$ cat config.mk
export PLATFORM = sky130hd
export DESIGN_NAME = controlador_estados_param
export DESIGN_NICKNAME = d
export VERILOG_FILES = /design/src/rtl/controlador_estados_param_pkg.sv /design/src/rtl/controlador_estados_param_amostrador_botao.sv /design/src/rtl/controlador_estados_param.sv
export SDC_FILE = /design/constraint.sdc
export NUM_CORES = 1
export LEC_CHECK = 0
export ABC_AREA = 1
export CORE_MARGIN = 8
export CORE_UTILIZATION = 25
export CTS_CLUSTER_SIZE = 40
export DETAILED_ROUTE_END_ITERATION = 7
export SYNTH_ARGS = -nofsm -noshare
export SYNTH_HDL_FRONTEND = slang
export SYNTH_HIERARCHICAL = 1
export SYNTH_SLANG_ARGS = --single-unit
$ cat constraint.sdc
create_clock -name clk -period 3.75 [get_ports clk]
set_clock_uncertainty 0.05 [all_clocks]
set_input_delay 0.5625 -clock clk [delete_from_list [all_inputs] [get_ports clk]]
set_output_delay 0.5625 -clock clk [all_outputs]
set_load 0.02 [all_outputs]
$ cat src/rtl/controlador_estados_param_pkg.sv
// Shared definitions for the Tamagotchi activity controller: one-hot state
// encoding (reused by the display/animation blocks) and a width helper.
package controlador_estados_param_pkg;

  typedef enum logic [3:0] {
    IDLE       = 4'b0000,
    DORMINDO   = 4'b0001,
    COMENDO    = 4'b0010,
    DANDO_AULA = 4'b0100,
    MORTO      = 4'b1000
  } estado_e;

  // Counters must be at least one bit wide even when the range collapses.
  function automatic int largura_min1(input int w);
    return (w < 1) ? 1 : w;
  endfunction

endpackage

$ cat src/rtl/controlador_estados_param_amostrador_botao.sv
// Button sampler: 2-flop synchroniser, level sampled on each prescaler tick,
// and a one-cycle press pulse on a sampled rising edge.
module amostrador_botao (
  input  logic clk,
  input  logic rst_n,
  input  logic botao_i,
  input  logic tick_i,
  output logic press_o
);

  logic sinc1_q, sinc2_q, amostra_q, press_q;

  always_ff @(posedge clk or negedge rst_n) begin
    if (!rst_n) begin
      sinc1_q   <= 1'b0;
      sinc2_q   <= 1'b0;
      amostra_q <= 1'b0;
      press_q   <= 1'b0;
    end else begin
      sinc1_q <= botao_i;
      sinc2_q <= sinc1_q;
      if (tick_i) amostra_q <= sinc2_q;
      // A held button keeps amostra high, so it can only fire once.
      press_q <= tick_i & sinc2_q & ~amostra_q;
    end
  end

  assign press_o = press_q;

endmodule

$ cat src/rtl/controlador_estados_param.sv
// Tamagotchi activity-state controller: sampled buttons and vital levels
// select the pet's state, with action timeout, low-vital alert and change pulse.
module controlador_estados_param
  import controlador_estados_param_pkg::*;
#(
  parameter int LARGURA         = 8,
  parameter int PERIODO_AMOSTRA = 65536,
  parameter int DURACAO_ACAO    = 1024,
  parameter int LIMIAR_ALERTA   = 16
) (
  input  logic               clk,
  input  logic               rst_n,
  input  logic               b1,
  input  logic               b2,
  input  logic [LARGURA-1:0] fome,
  input  logic [LARGURA-1:0] felicidade,
  input  logic [LARGURA-1:0] sono,
  output logic [3:0]         estado,
  output logic               alerta,
  output logic               evento
);

  localparam int PW = largura_min1($clog2(PERIODO_AMOSTRA));
  localparam int TW = largura_min1($clog2(DURACAO_ACAO + 1));

  logic [PW-1:0] presc_q;
  logic          tick;
  logic [1:0]    botoes, press;
  estado_e       estado_q, estado_d;
  logic [TW-1:0] tmr_q;
  logic          alerta_q, evento_q;
  logic          vital_zero, vital_baixo, em_acao, expirou;

  assign tick   = (presc_q == PW'(PERIODO_AMOSTRA - 1));
  assign botoes = {b2, b1};

  for (genvar gi = 0; gi < 2; gi++) begin : g_botao
    amostrador_botao u_amostrador (
      .clk    (clk),
      .rst_n  (rst_n),
      .botao_i(botoes[gi]),
      .tick_i (tick),
      .press_o(press[gi])
    );
  end

  assign vital_zero  = (fome == '0) || (felicidade == '0) || (sono == '0);
  assign vital_baixo = ((fome != '0) && (32'(fome) <= 32'(LIMIAR_ALERTA))) ||
                       ((felicidade != '0) && (32'(felicidade) <= 32'(LIMIAR_ALERTA))) ||
                       ((sono != '0) && (32'(sono) <= 32'(LIMIAR_ALERTA)));
  assign em_acao     = (estado_q == DORMINDO) || (estado_q == COMENDO) ||
                       (estado_q == DANDO_AULA);
  assign expirou     = (DURACAO_ACAO != 0) && (32'(tmr_q) == 32'(DURACAO_ACAO - 1));

  always_comb begin
    estado_d = estado_q;
    if (estado_q == MORTO || vital_zero) begin
      estado_d = MORTO;
    end else begin
      case (estado_q)
        IDLE: begin
          if (press[0] && press[1]) estado_d = DANDO_AULA;
          else if (press[0])        estado_d = COMENDO;
          else if (press[1])        estado_d = DORMINDO;
        end
        DORMINDO, COMENDO, DANDO_AULA: begin
          if (press != 2'b00 || expirou) estado_d = IDLE;
        end
        // Non-one-hot encodings recover to IDLE.
        default: estado_d = IDLE;
      endcase
    end
  end

  always_ff @(posedge clk or negedge rst_n) begin
    if (!rst_n) begin
      presc_q  <= '0;
      estado_q <= IDLE;
      tmr_q    <= '0;
      alerta_q <= 1'b0;
      evento_q <= 1'b0;
    end else begin
      presc_q  <= tick ? '0 : presc_q + PW'(1);
      estado_q <= estado_d;
      evento_q <= (estado_d != estado_q);
      alerta_q <= (estado_d != MORTO) && vital_baixo;
      if (estado_d != estado_q)         tmr_q <= '0;
      else if (em_acao && tmr_q != '1)  tmr_q <= tmr_q + TW'(1);
    end
  end

  assign estado = estado_q;
  assign alerta = alerta_q;
  assign evento = evento_q;

endmodule

---- Yosys cells after proc, flatten, opt, wreduce, memory -nomap -nowiden ----
Cells that the tools add are included.
cells by class
  add/subtract/negate cells ............... 2
  multipliers ............................. 0
  divide/modulo/power cells ............... 0
  order comparisons ....................... 3
  eq/ne operators ......................... 9
  shift operators ......................... 0
  muxes and demuxes ....................... 9
  bitwise gates (word level) .............. 6
  reduce and logical (&&, ||, !) cells .... 24
operators with widths
  cell                   number
  $le 8x5->1 const B     3
  $logic_not 8->1        3
  $reduce_bool 8->1      3
  $mux 11                2
  $mux 4                 5
  $add 16x1->16 const B  1
  $eq 16x16->1 const B   1
  $mux 16                1
  $add 11x1->11 const B  1
  $eq 11x10->1 const B   1
  $ne 11x11->1 const B   1
  $logic_or 1x1->1       8
  $pmux 4 s2             1
  $logic_and 1x1->1      6
  $and 1x1->1            4
  $eq 4x1->1 const B     1
  $eq 4x2->1 const B     1
  $eq 4x3->1 const B     1
  $eq 4x4->1 const B     1
  $logic_not 4->1        1
  $ne 4x4->1             1
  $ne 4x4->1 const B     1
  $reduce_bool 2->1      2
  $reduce_or 3->1        1
  $not 1->1              2
storage, ports and cells
  bits in registers ....................... 41
  latch bits .............................. 0
  RAM bits ................................ 0
  memory bits (read-only) ................. 0
  input port bits ......................... 28
  output and inout port bits .............. 6
  word-level logic and storage cells ...... 66
  memories kept ........................... 0

---- Depth between registers and ports, before layout ----
Gate-level depths: netlist of run 1.
  depth after elaboration ................. 7
  depth in mapped cells ................... 12
  gate-level depth less buffers ........... 12

---- Modules after synthesis ----
The synthesis of run 1 kept the hierarchy.
by module, submodules not included
  module                     times used  cells each  area an instance (um^2)  seq. area each (um^2)
  controlador_estados_param  1           261         2020.7                   825.8
  amostrador_botao           2           9           121.4                    100.1

---- Worst setup path after synthesis of run 1 ----
OpenSTA, ideal clock, no wires.
  path type ............................... input -> register
  start point ............................. input port felicidade[3]
  end point ............................... register tmr_q[10]
  setup time .............................. 80 ps
  arrival time ............................ 1549 ps
  required time ........................... 3620 ps
  slack ................................... 2070 ps
  cell stages on the path ................. 12
  buffers on the path ..................... 1
  path through ............................ nor2_1 nand2_1 nor2_1 nor2_2 nand2_2 clkinv_4 nand2_1 nand2_1 nand2_1 nand2_2 buf_6 nor3_2
between the ends
  word-level cells in the longest chain between the ends .. 7
  elaborated cells between the ends (all ways) .. 8
  those cells by class .................... eq/ne: 1; mux: 2; reduce/logical: 5
RTL lines
  what                                          line                             source
  from (decl)                                   controlador_estados_param.sv:16  input logic [LARGURA-1:0] felicidade,
  $logic_not 8->1 (*)                           controlador_estados_param.sv:47  assign vital_zero = (fome == '0) || (felicidade == '0) || (sono == '0);
  $logic_or 1x1->1 (*) (2 in a row)             controlador_estados_param.sv:47
  $logic_or 1x1->1 (*)                          controlador_estados_param.sv:57  if (estado_q == MORTO || vital_zero) begin
  $mux 4 (*)                                    controlador_estados_param.sv:57
  via estado_d[3]                               controlador_estados_param.sv:29  estado_e estado_q, estado_d;
  $ne 4x4->1 (*)                                controlador_estados_param.sv:87  if (estado_d != estado_q) tmr_q <= '0;
  $mux 11 or $reduce_bool 2->1 (tied branches)  -
  to (signal assigned)                          controlador_estados_param.sv:88  else if (em_acao && tmr_q != '1) tmr_q <= tmr_q + TW'(1);
  to (decl)                                     controlador_estados_param.sv:30  logic [TW-1:0] tmr_q;
Mark *: on every way through the listed nets, which the timed path passes. The rest lies on a longest branch.
A chain may end at the register's enable or synchronous reset.

---- Worst setup path after layout of run 1 ----
  start point ............................. register estado_q[0] (netlist: estado[0])
  end point ............................... output port estado[0]
RTL lines
  what                    line                             source
  from (decl)             controlador_estados_param.sv:29
  from (signal assigned)  controlador_estados_param.sv:84  estado_q <= estado_d;
  to (decl)               controlador_estados_param.sv:18  output logic [3:0] estado,
No word-level cell between the ends.

==> results of run 1 <==
==> cells in the final DEF, fill, tap and decap left out, types with 2 or more instances in the layout <==
| cell type | netlist | final |
|---|---|---|
| nor2_1 | 39 | 39 |
| o21ai_0 | 5 | 5 |
| nor3_4 | 2 | 2 |
| nand3_1 | 15 | 15 |
| nor3_2 | 11 | 11 |
| clkbuf_8 | 0 | 6 |
| dfrtp_1 | 41 | 41 |
| nand4_1 | 8 | 8 |
| inv_1 | 36 | 36 |
| nand2_2 | 10 | 10 |
| a21oi_1 | 3 | 3 |
| clkdlybuf4s50_1 | 0 | 32 |
| xor2_1 | 9 | 9 |
| xnor2_1 | 4 | 4 |
| ha_1 | 2 | 2 |
| nand2_1 | 62 | 62 |
| o21bai_1 | 2 | 2 |
| nor3_1 | 7 | 7 |
| o211ai_1 | 2 | 2 |
| nand3b_1 | 2 | 2 |
| nor2_2 | 9 | 9 |
==> logic make-up (layout without fill, tap and decap cells) <==
group                    after synthesis  in the layout
adder cells (fa/ha/maj)                2              2
XOR/XNOR                              13             13
AO/OA/AOI/OAI                         15             15
buffers and inverters                 40             78
AND/OR/NAND/NOR                      168            168
flip-flops                            41             41
==> layout make-up <==
| class | count | area (um^2) |
|---|---|---|
| clock buffers | 7 | 86.3 |
| fillers | 929 | 5980 |
| inverters | 38 | 148 |
| multi-input cells | 198 | 1070 |
| flip-flops and latches | 41 | 1030 |
| well taps | 108 | 135 |
| repair buffers | 33 | 325 |
==> routing by layer <==
metal,vias up,global-route usage [%]
li1,957,-
met3,6,2.22
met5,-,0
met4,0,2.58
met2,37,11.7
met1,819,8.93
==> power by group through the flow <==
stage / logic [mW] / registers (mW) / clock network (mW)
after floorplan: 0.0675 / 0.476 / 0
after detailed placement: 0.136 / 0.467 / 0
final: 0.133 / 0.458 / 0.288
after global routing: 0.146 / 0.459 / 0.319
after CTS: 0.136 / 0.458 / 0.300
after global placement: 0.134 / 0.466 / 0
==> state kept, by name, summed over array words and instances, names as in the netlist <==
name / cells
tmr_q: 11
g_botao.u_amostrador/amostra_q: 2
estado: 4
g_botao.u_amostrador/sinc1_q: 2
evento: 1
g_botao.u_amostrador/press_o: 2
presc_q: 16
g_botao.u_amostrador/sinc2_q: 2
alerta: 1
==> cells in the mapped netlist, drive strengths merged <==
cell type	number
a21oi	3
a31oi	1
and2	1
buf	2
clkinv	1
dfrtp	41
ha	2
inv	37
nand2	72
nand3	16
nand3b	2
nand4	8
nor2	48
nor3	20
nor4	1
o211ai	2
o21ai	6
o21bai	2
o31a	1
xnor2	4
xor2	9
==> final timing paths <==
kind / from / end / slack, ns / cells after the start
setup / recovery: estado[0] / estado[0] / 1.72 / 1
hold reg to reg: g_botao[1].u_amostrador/sinc1_q / g_botao[1].u_amostrador/sinc2_q / 0.30 / 0
max in group asynchronous: rst_n / presc_q[14] / 2.74 / 1
min in group asynchronous: rst_n / alerta / 0.35 / 1
hold / removal: g_botao[1].u_amostrador/sinc1_q / g_botao[1].u_amostrador/sinc2_q / 0.30 / 0
setup reg to reg: presc_q[0] / g_botao[1].u_amostrador/amostra_q / 1.78 / 12
==> through the flow <==
stage	std cells	worst slack [ns]	instance area, um^2
after floorplan	279	2.07	2260
after global placement	418	1.45	2700
after detailed placement	418	1.43	2700
after CTS	425	1.70	2790
after global routing	425	1.55	2790
final	425	1.72	2790
==> run summary, run 1 <==
per-cell via count in the routed design = 4.28
met2 wire length = 1980 um
cells along the critical path = clkdlybuf4s50_1
number of design rule violations left after detail routing = 0
net count of the mapped netlist = 309
routed length per instance = 10.3 um
relative contribution of the clock network to total power = 32.8%
met3 routed WL = 200 um
share of the synthesized area in the top cell type = 45.3%
CTS Root Buffer Type = clkbuf_8
Final Hold Viols = 0
Compound-Gate Fraction of Synth Area = 3.98%
CTS tree = built
switching power of the nets = 0.225 mW
Fin Setup TNS = 0 ns
maximum achievable frequency = 491 MHz
Simple-Gate Fraction of Synth Area = 37.0%
number of buffers and inverters on the critical path = 1
TritonCTS sink count = 41
XOR/XNOR share of the synthesized area = 5.03%
P&R area growth vs syn = 23.2%
synth unique cells = 28
HPWL after DPL = 3310 um
Die Y-Extent = 111 um
Int Pwr = 0.653 mW
Post-CTS Setup Bufs = 0
leakage dissipation = 1.27 nW
transition at the pin with the smallest max-transition slack = 0.898 ns
first-pass iteration count of the detailed router = 6
number of resized instances in the post-cts repair step = 0
TritonCTS Buffers = 5
Final Cycle Share = 54.3%
final setup vio count = 0
count of standard-cell rows = 34
Final Wtd Congestion = 0.840
Worst path max stage delay = 0.66 ns
Sw Ratio = 25.7%
crit path kind = register to output pin
power density of the placed cells = 315 nW/um^2
mean area per synthesized cell = 8.11 um^2
wire length of the first global-routing pass = 7670 um
number of warnings issued by yosys = 6
endpoint required time on the critical path = 3.14 ns
fraction of the yosys area taken by sequential cells = 45.3%
critical path launch point type = register
Layout Nets = 347
number of instances in the synthesized netlist = 279
worst supply voltage drop on vdd = 0.000146 V
netlist area before placement = 2260 um^2
worst slew slack as a fraction of its limit = 40.1%
top layer in use = met4
worst min-delay path class = register to register
status = complete, no violations
combinational family with the most area after synthesis = simple AND/OR/NAND/NOR gates
maximum number of pins on one net before global-route repair = 42
count of max-cap constraint violations = 0
unrepaired setup endpoints after global routing = no
worst-path maximum fanout = 7
Port Buf Inserts = 33
total routed wire length on the met1 layer = 2140 um
hold_ws = 0.301 ns
synthesized-area fraction occupied by adder cells = 1.11%
portion of netlist area occupied by mux cells = 0%
maximum clock path buffer count = 2
slowest cell on the critical path = clkdlybuf4s50_1
Area contributors post-synth = dfrtp_1 (45%), nand2_1 (10%), nor2_1 (6.5%)
proportion of power drawn by flip-flops and latches = 52.1%
GRT Residual Overflow = 0
number of flip-flops and latches in the synthesized netlist = 41
# H-tree levels = 2
die span in x = 111 um
ports placed on the boundary = 34
initial standard-cell utilization of the core = 25.8%
GRT Resource Usage Total = 7.26%
total power draw = 0.879 mW
WL final = 4370 um
n_diodes = 0
number of violations reported at the end of detailed-routing iteration 0 = 60
area of the placeable core = 8760 um^2
dominant cell type by area after synthesis = dfrtp_1
via count of the first global-routing pass = 1767
hold buffers post-CTS = 0
number of vias in the routed layout = 1819
count of final max-slew check failures = 0
crit path DAT = 1.42 ns
share of final-layout standard cells stronger than drive strength 1 = 13.2%
Setup crit end kind = output pin
minimum period implied by the final worst setup slack = 2.04 ns
post-layout util = 31.8%
count of nets left with antenna violations after detail routing = 0
CP delay by family, top = buffers and inverters
die area = 12400 um^2
CTS clock-pin slew for the worst setup and hold paths = 0.07 ns
combinational power share = 15.1%
initial antenna violation count = 0
source-to-sink clock delay at the later pin of the worst-skew pair = 0.29 ns
(Power assumes the default switching activity.)
==> inputs of run 2 (changes only) <==
Clock period 3.75 ns to 1.8 ns, I/O delays scaled along.
==> run 2 against run 1 <==
Effect of this change: critical path depth up 1; sequential share of layout area down 4.1 points; flip-flop and latch count unchanged; setup slack worse by 1.7 ns; final cell count up 8.0%; largest power group unchanged; highest routed layer unchanged.
==> run summary, run 2 (synthesized netlist as in run 1, its figures left out) <==
WL final = 4940 um
worst slew slack as a fraction of its limit = 71.4%
# H-tree levels = 2
area post-placement = 2870 um^2
wire length of the first global-routing pass = 8220 um
Port Buf Inserts = 33
count of standard-cell rows = 34
post-layout util = 35.9%
number of violations reported at the end of detailed-routing iteration 0 = 60
Placed Cells = 439
transition at the pin with the smallest max-transition slack = 0.429 ns
unrepaired setup endpoints after global routing = yes
proportion of power drawn by flip-flops and latches = 46.5%
die area = 12400 um^2
final standard cell area without fillers = 3140 um^2
final setup vio count = 0
leakage dissipation = 1.45 nW
number of filler cells placed in the layout = 908
layer with the highest usage after global routing = met2
status = complete, no violations
GRT Resource Usage Total = 7.64%
HPWL after DPL = 3550 um
initial antenna violation count = 0
via count of the first global-routing pass = 1896
count of max-cap constraint violations = 0
n_diodes = 0
reg-to-reg setup timing slack = 0.11 ns
maximum clock path buffer count = 2
Worst R2R Start = estado[1]
initial standard-cell utilization of the core = 25.8%
minimum period implied by the final worst setup slack = 1.75 ns
capture endpoint of the worst hold path = g_botao[1].u_amostrador/sinc2_q
Setup crit end kind = output pin
relative contribution of the clock network to total power = 37.0%
Final Hold Viols = 0
most common library cell in the layout ignoring fill and taps = nand2_1
dpl ws = -0.229 ns
HP Start = g_botao[1].u_amostrador/sinc1_q
count of final max-slew check failures = 0
max FFs per register = 16
die span in x = 111 um
global-route met2 utilization = 12.7%
CTS clock-pin slew for the worst setup and hold paths = 0.09 ns
maximum achievable frequency = 570 MHz
share of final-layout standard cells stronger than drive strength 1 = 26.8%
critical path launch point type = register
post-layout instance count excluding filler cells = 459
endpoint required time on the critical path = 1.48 ns
combinational power share = 16.5%
first-pass iteration count of the detailed router = 4
met3 capacity usage during global routing = 2.16%
number of design rule violations left after detail routing = 0
CTS Root Buffer Type = clkbuf_8
Sw Ratio = 26.0%
worst min-delay path class = register to register
worst supply voltage drop on vdd = 0.000385 V
hold_ws = 0.305 ns
depth of the worst register-to-register path = 9
count of nets left with antenna violations after detail routing = 0
worst-path maximum fanout = 5
GRT Residual Overflow = 0
Layout Nets = 380
area of the placeable core = 8760 um^2
CTS tree = built
per-cell via count in the routed design = 4.32
Die Y-Extent = 111 um
end of the worst register-to-register path = evento
met1 track demand over resource = 9.08%
P&R area growth vs syn = 38.9%
Most flops, register = presc_q
crit path kind = register to output pin
maximum number of pins on one net before global-route repair = 20
switching power of the nets = 0.534 mW
Int Pwr = 1.52 mW
TritonCTS sink count = 41
most frequent cells in the layout = nand2_1 (59), dfrtp_1 (39), nor2_1 (35), inv_1 (31), clkdlybuf4s50_1 (31)
routed length per instance = 10.8 um
power density of the placed cells = 653 nW/um^2
cell count of the worst hold path = 0
ports placed on the boundary = 34
Worst Slack Setup Final = 0.0459 ns
TritonCTS Buffers = 5
Final Cycle Share = 97.5%
Final Wtd Congestion = 0.868
source-to-sink clock delay at the later pin of the worst-skew pair = 0.30 ns
crit path DAT = 1.43 ns
number of vias in the routed layout = 1983
[run 2: final cells by class]
cell class / instances / area, um^2 / area share [%]
Clock buffer: 5 / 68.8 / 2.19
Clock inverter: 3 / 46.3 / 1.47
Tap cell: 108 / 135 / 4.30
Timing Repair Buffer: 65 / 579 / 18.4
Inverter: 38 / 148 / 4.70
Multi-Input combinational cell: 199 / 1140 / 36.2
Sequential cell: 41 / 1030 / 32.7
[run 2: timing repair]
| item | 4_1_cts | 5_1_grt |
|---|---|---|
| gates cloned | 0 | 1 |
| hold buffers | 1 | 0 |
| resized for setup | 2 | 24 |
| hold endpoints to repair | 17 | 0 |
| endpoints found under the setup margin | 13 | 21 |
| pin swaps | 0 | 7 |
| setup buffers | 1 | 9 |
[run 2: worst max path at each step]
stage                  startpoint                                 to  slack [ns]  cells after the start
CTS                      tmr_q[1]                           tmr_q[4]        0.01                     11
global placement    felicidade[3]                           tmr_q[2]       -0.16                     12
detailed placement        fome[1]                           tmr_q[4]       -0.23                     12
finish                  estado[1]                          estado[1]        0.05                      2
floorplan              presc_q[0]  g_botao[0].u_amostrador/amostra_q        0.14                     12
global route           presc_q[0]  g_botao[1].u_amostrador/amostra_q       -0.06                     12
[run 2: worst max-delay path: stages, from the launching register on]
cell             delay [ns]
dfrtp_2                0.42
buf_4                  0.13
clkdlybuf4s50_1        0.59
[run 2: metal layers]
layer  share of wire, %  routed length [um]  vias to the layer above
met1                 46                2270                      909
met3                5.0                 249                        6
met5                  0                   0                        -
li1                   -                   -                     1027
met4                1.2                  59                        0
met2                 48                2360                       41
[run 2: power groups by stage]
stage          Combinational (mW)  Clock, mW  Sequential (mW)
2_1_floorplan               0.141          0            0.991
3_3_place_gp                0.332          0            0.971
3_5_place_dp                0.337          0            0.972
4_1_cts                     0.339      0.787            0.953
5_1_grt                     0.374      0.820            0.958
6_report                    0.338      0.760            0.955
[run 2: per-stage QoR]
stage / TNS [ns] / total power [mW]
after CTS: 0 / 2.08
after floorplan: 0 / 1.13
after global routing: -0.315 / 2.15
final: 0 / 2.05
after detailed placement: -2.45 / 1.31
after global placement: -1.76 / 1.30
==> inputs of run 3 (changes only) <==
Settings changed: CELL_PAD_IN_SITES_DETAIL_PLACEMENT set to 0, CELL_PAD_IN_SITES_GLOBAL_PLACEMENT set to 1, CTS_CLUSTER_SIZE 40 to 8, PLACE_DENSITY_LB_ADDON set to 0.1.
Clock period 1.8 ns to 1.75 ns, I/O delays scaled along.
==> run 3 against run 2 <==
Effect of this change: global-route usage is 1.2 points higher; combinational power rose by 8.3%; die area stayed put; wire length is 11% higher; via count rose by 1.9%; clock power rose by 3.4%; total power increased by 3.7%; worst hold slack worse by 0.0014 ns.
==> run summary, run 3 (synthesized netlist as in run 1, its figures left out) <==
worst slew slack as a fraction of its limit = 82.7%
Die Y-Extent = 111 um
GRT Residual Overflow = 0
combinational power share = 17.2%
area occupied by multi-input gates = 1240 um^2
end of the worst register-to-register path = tmr_q[3]
WL final = 5470 um
maximum clock path buffer count = 2
number of vias in the routed layout = 2020
CTS Root Buffer Type = clkbuf_8
GRT Resource Usage Total = 8.79%
TritonCTS Buffers = 5
CTS clock-pin slew for the worst setup and hold paths = 0.09 ns
maximum number of pins on one net before global-route repair = 42
Setup crit end kind = register
destination of the critical timing path = tmr_q[3]
area of the placeable core = 8760 um^2
leakage dissipation = 1.58 nW
routed length per instance = 11.6 um
Final Wtd Congestion = 0.755
Fin Setup TNS = 0 ns
worst min-delay path class = register to register
max FFs per register = 16
worst-path maximum fanout = 6
transition at the pin with the smallest max-transition slack = 0.258 ns
first-pass iteration count of the detailed router = 4
relative contribution of the clock network to total power = 36.9%
area taken by flip-flops and latches = 1030 um^2
final setup vio count = 0
die area = 12400 um^2
die span in x = 111 um
maximum achievable frequency = 590 MHz
count of nets left with antenna violations after detail routing = 0
CTS tree = built
HPWL after DPL = 3890 um
Worst R2R Start = estado[0]
depth of the worst register-to-register path = 8
origin of the worst setup path = estado[0]
unrepaired setup endpoints after global routing = yes
reg-to-reg setup timing slack = 0.06 ns
TritonCTS sink count = 41
share of final-layout standard cells stronger than drive strength 1 = 34.5%
proportion of power drawn by flip-flops and latches = 45.9%
n_diodes = 0
Most flops, register = presc_q
power density of the placed cells = 634 nW/um^2
source-to-sink clock delay at the later pin of the worst-skew pair = 0.29 ns
number of violations reported at the end of detailed-routing iteration 0 = 43
Port Buf Inserts = 33
# H-tree levels = 2
most common library cell in the layout ignoring fill and taps = nand2_1
count of final max-slew check failures = 0
Final Cycle Share = 96.8%
status = complete, no violations
post-layout util = 38.4%
hold_ws = 0.303 ns
number of filler cells placed in the layout = 903
number of design rule violations left after detail routing = 0
per-cell via count in the routed design = 4.27
Int Pwr = 1.57 mW
crit path kind = register to register
Layout Nets = 394
via count of the first global-routing pass = 1990
minimum period implied by the final worst setup slack = 1.69 ns
count of max-cap constraint violations = 0
endpoint required time on the critical path = 1.92 ns
initial antenna violation count = 0
P&R area growth vs syn = 48.5%
switching power of the nets = 0.561 mW
Final Hold Viols = 0
initial standard-cell utilization of the core = 25.8%
worst supply voltage drop on vdd = 0.000344 V
crit path DAT = 1.87 ns
Sw Ratio = 26.3%
critical path launch point type = register
count of standard-cell rows = 34
wire length of the first global-routing pass = 9200 um
most frequent cells in the layout = nand2_1 (50), buf_4 (42), dfrtp_1 (39), nor2_1 (34)
ports placed on the boundary = 34
-- run 3: how the worst min path moves through the flow --
stage | from | to | depth (start not counted)
global placement | rst_n | presc_q[14] | 2
CTS | g_botao[1].u_amostrador/sinc1_q | g_botao[1].u_amostrador/sinc2_q | 0
floorplan | rst_n | alerta | 0
detailed placement | rst_n | presc_q[14] | 2
finish | g_botao[1].u_amostrador/sinc1_q | g_botao[1].u_amostrador/sinc2_q | 0
global route | g_botao[0].u_amostrador/sinc1_q | g_botao[0].u_amostrador/sinc2_q | 0
-- run 3: timing repair --
action / CTS / global route
pin swaps: 2 / 19
gates cloned: 0 / 1
endpoints found under the hold margin: 41 / 0
setup buffers: 3 / 5
resized for setup: 5 / 53
hold buffers: 1 / 0
setup endpoints to repair: 19 / 28
-- run 3: metal layers --
metal	up-vias	track usage, %	part of all wire, %
li1	1058	-	-
met4	0	3.11	1.9
met3	8	2.16	2.9
met5	-	0	0
met1	931	10.6	46
met2	23	14.8	49
-- run 3: area by class of cell --
cell class / count / area share, %
Multi-Input combinational cell: 199 / 36.8
Sequential cell: 41 / 30.6
Timing Repair Buffer: 79 / 20.8
Inverter: 38 / 4.39
Tap cell: 108 / 4.02
Clock buffer: 6 / 2.16
Clock inverter: 2 / 1.15
-- run 3: through the flow --
| stage | setup WS (ns) | power, mW | instances | area [um^2] |
|---|---|---|---|---|
| floorplan | 0.0869 | 1.16 | 279 | 2260 |
| global placement | -0.238 | 1.36 | 456 | 3010 |
| detailed placement | -0.295 | 1.36 | 456 | 3010 |
| CTS | 0.000686 | 2.16 | 468 | 3160 |
| global route | -0.0433 | 2.23 | 473 | 3360 |
| finish | 0.0556 | 2.13 | 473 | 3360 |
-- run 3: critical path, cell delays in order (launching register included) --
cell and delay, ns:
dfrtp_2 0.47, buf_4 0.16, nor3_2 0.21, nand3_2 0.11
nand2_2 0.09, nand3_1 0.13, nand2_4 0.14, nand2_8 0.09
nor3_4 0.17
-- run 3: power groups by stage --
stage               Sequential [mW]  Combinational, mW  Clock (mW)
global route                  0.983              0.402       0.844
floorplan                      1.02              0.145           0
global placement              0.997              0.363           0
CTS                           0.978              0.362       0.822
detailed placement            0.997              0.364           0
finish                        0.979              0.366       0.786
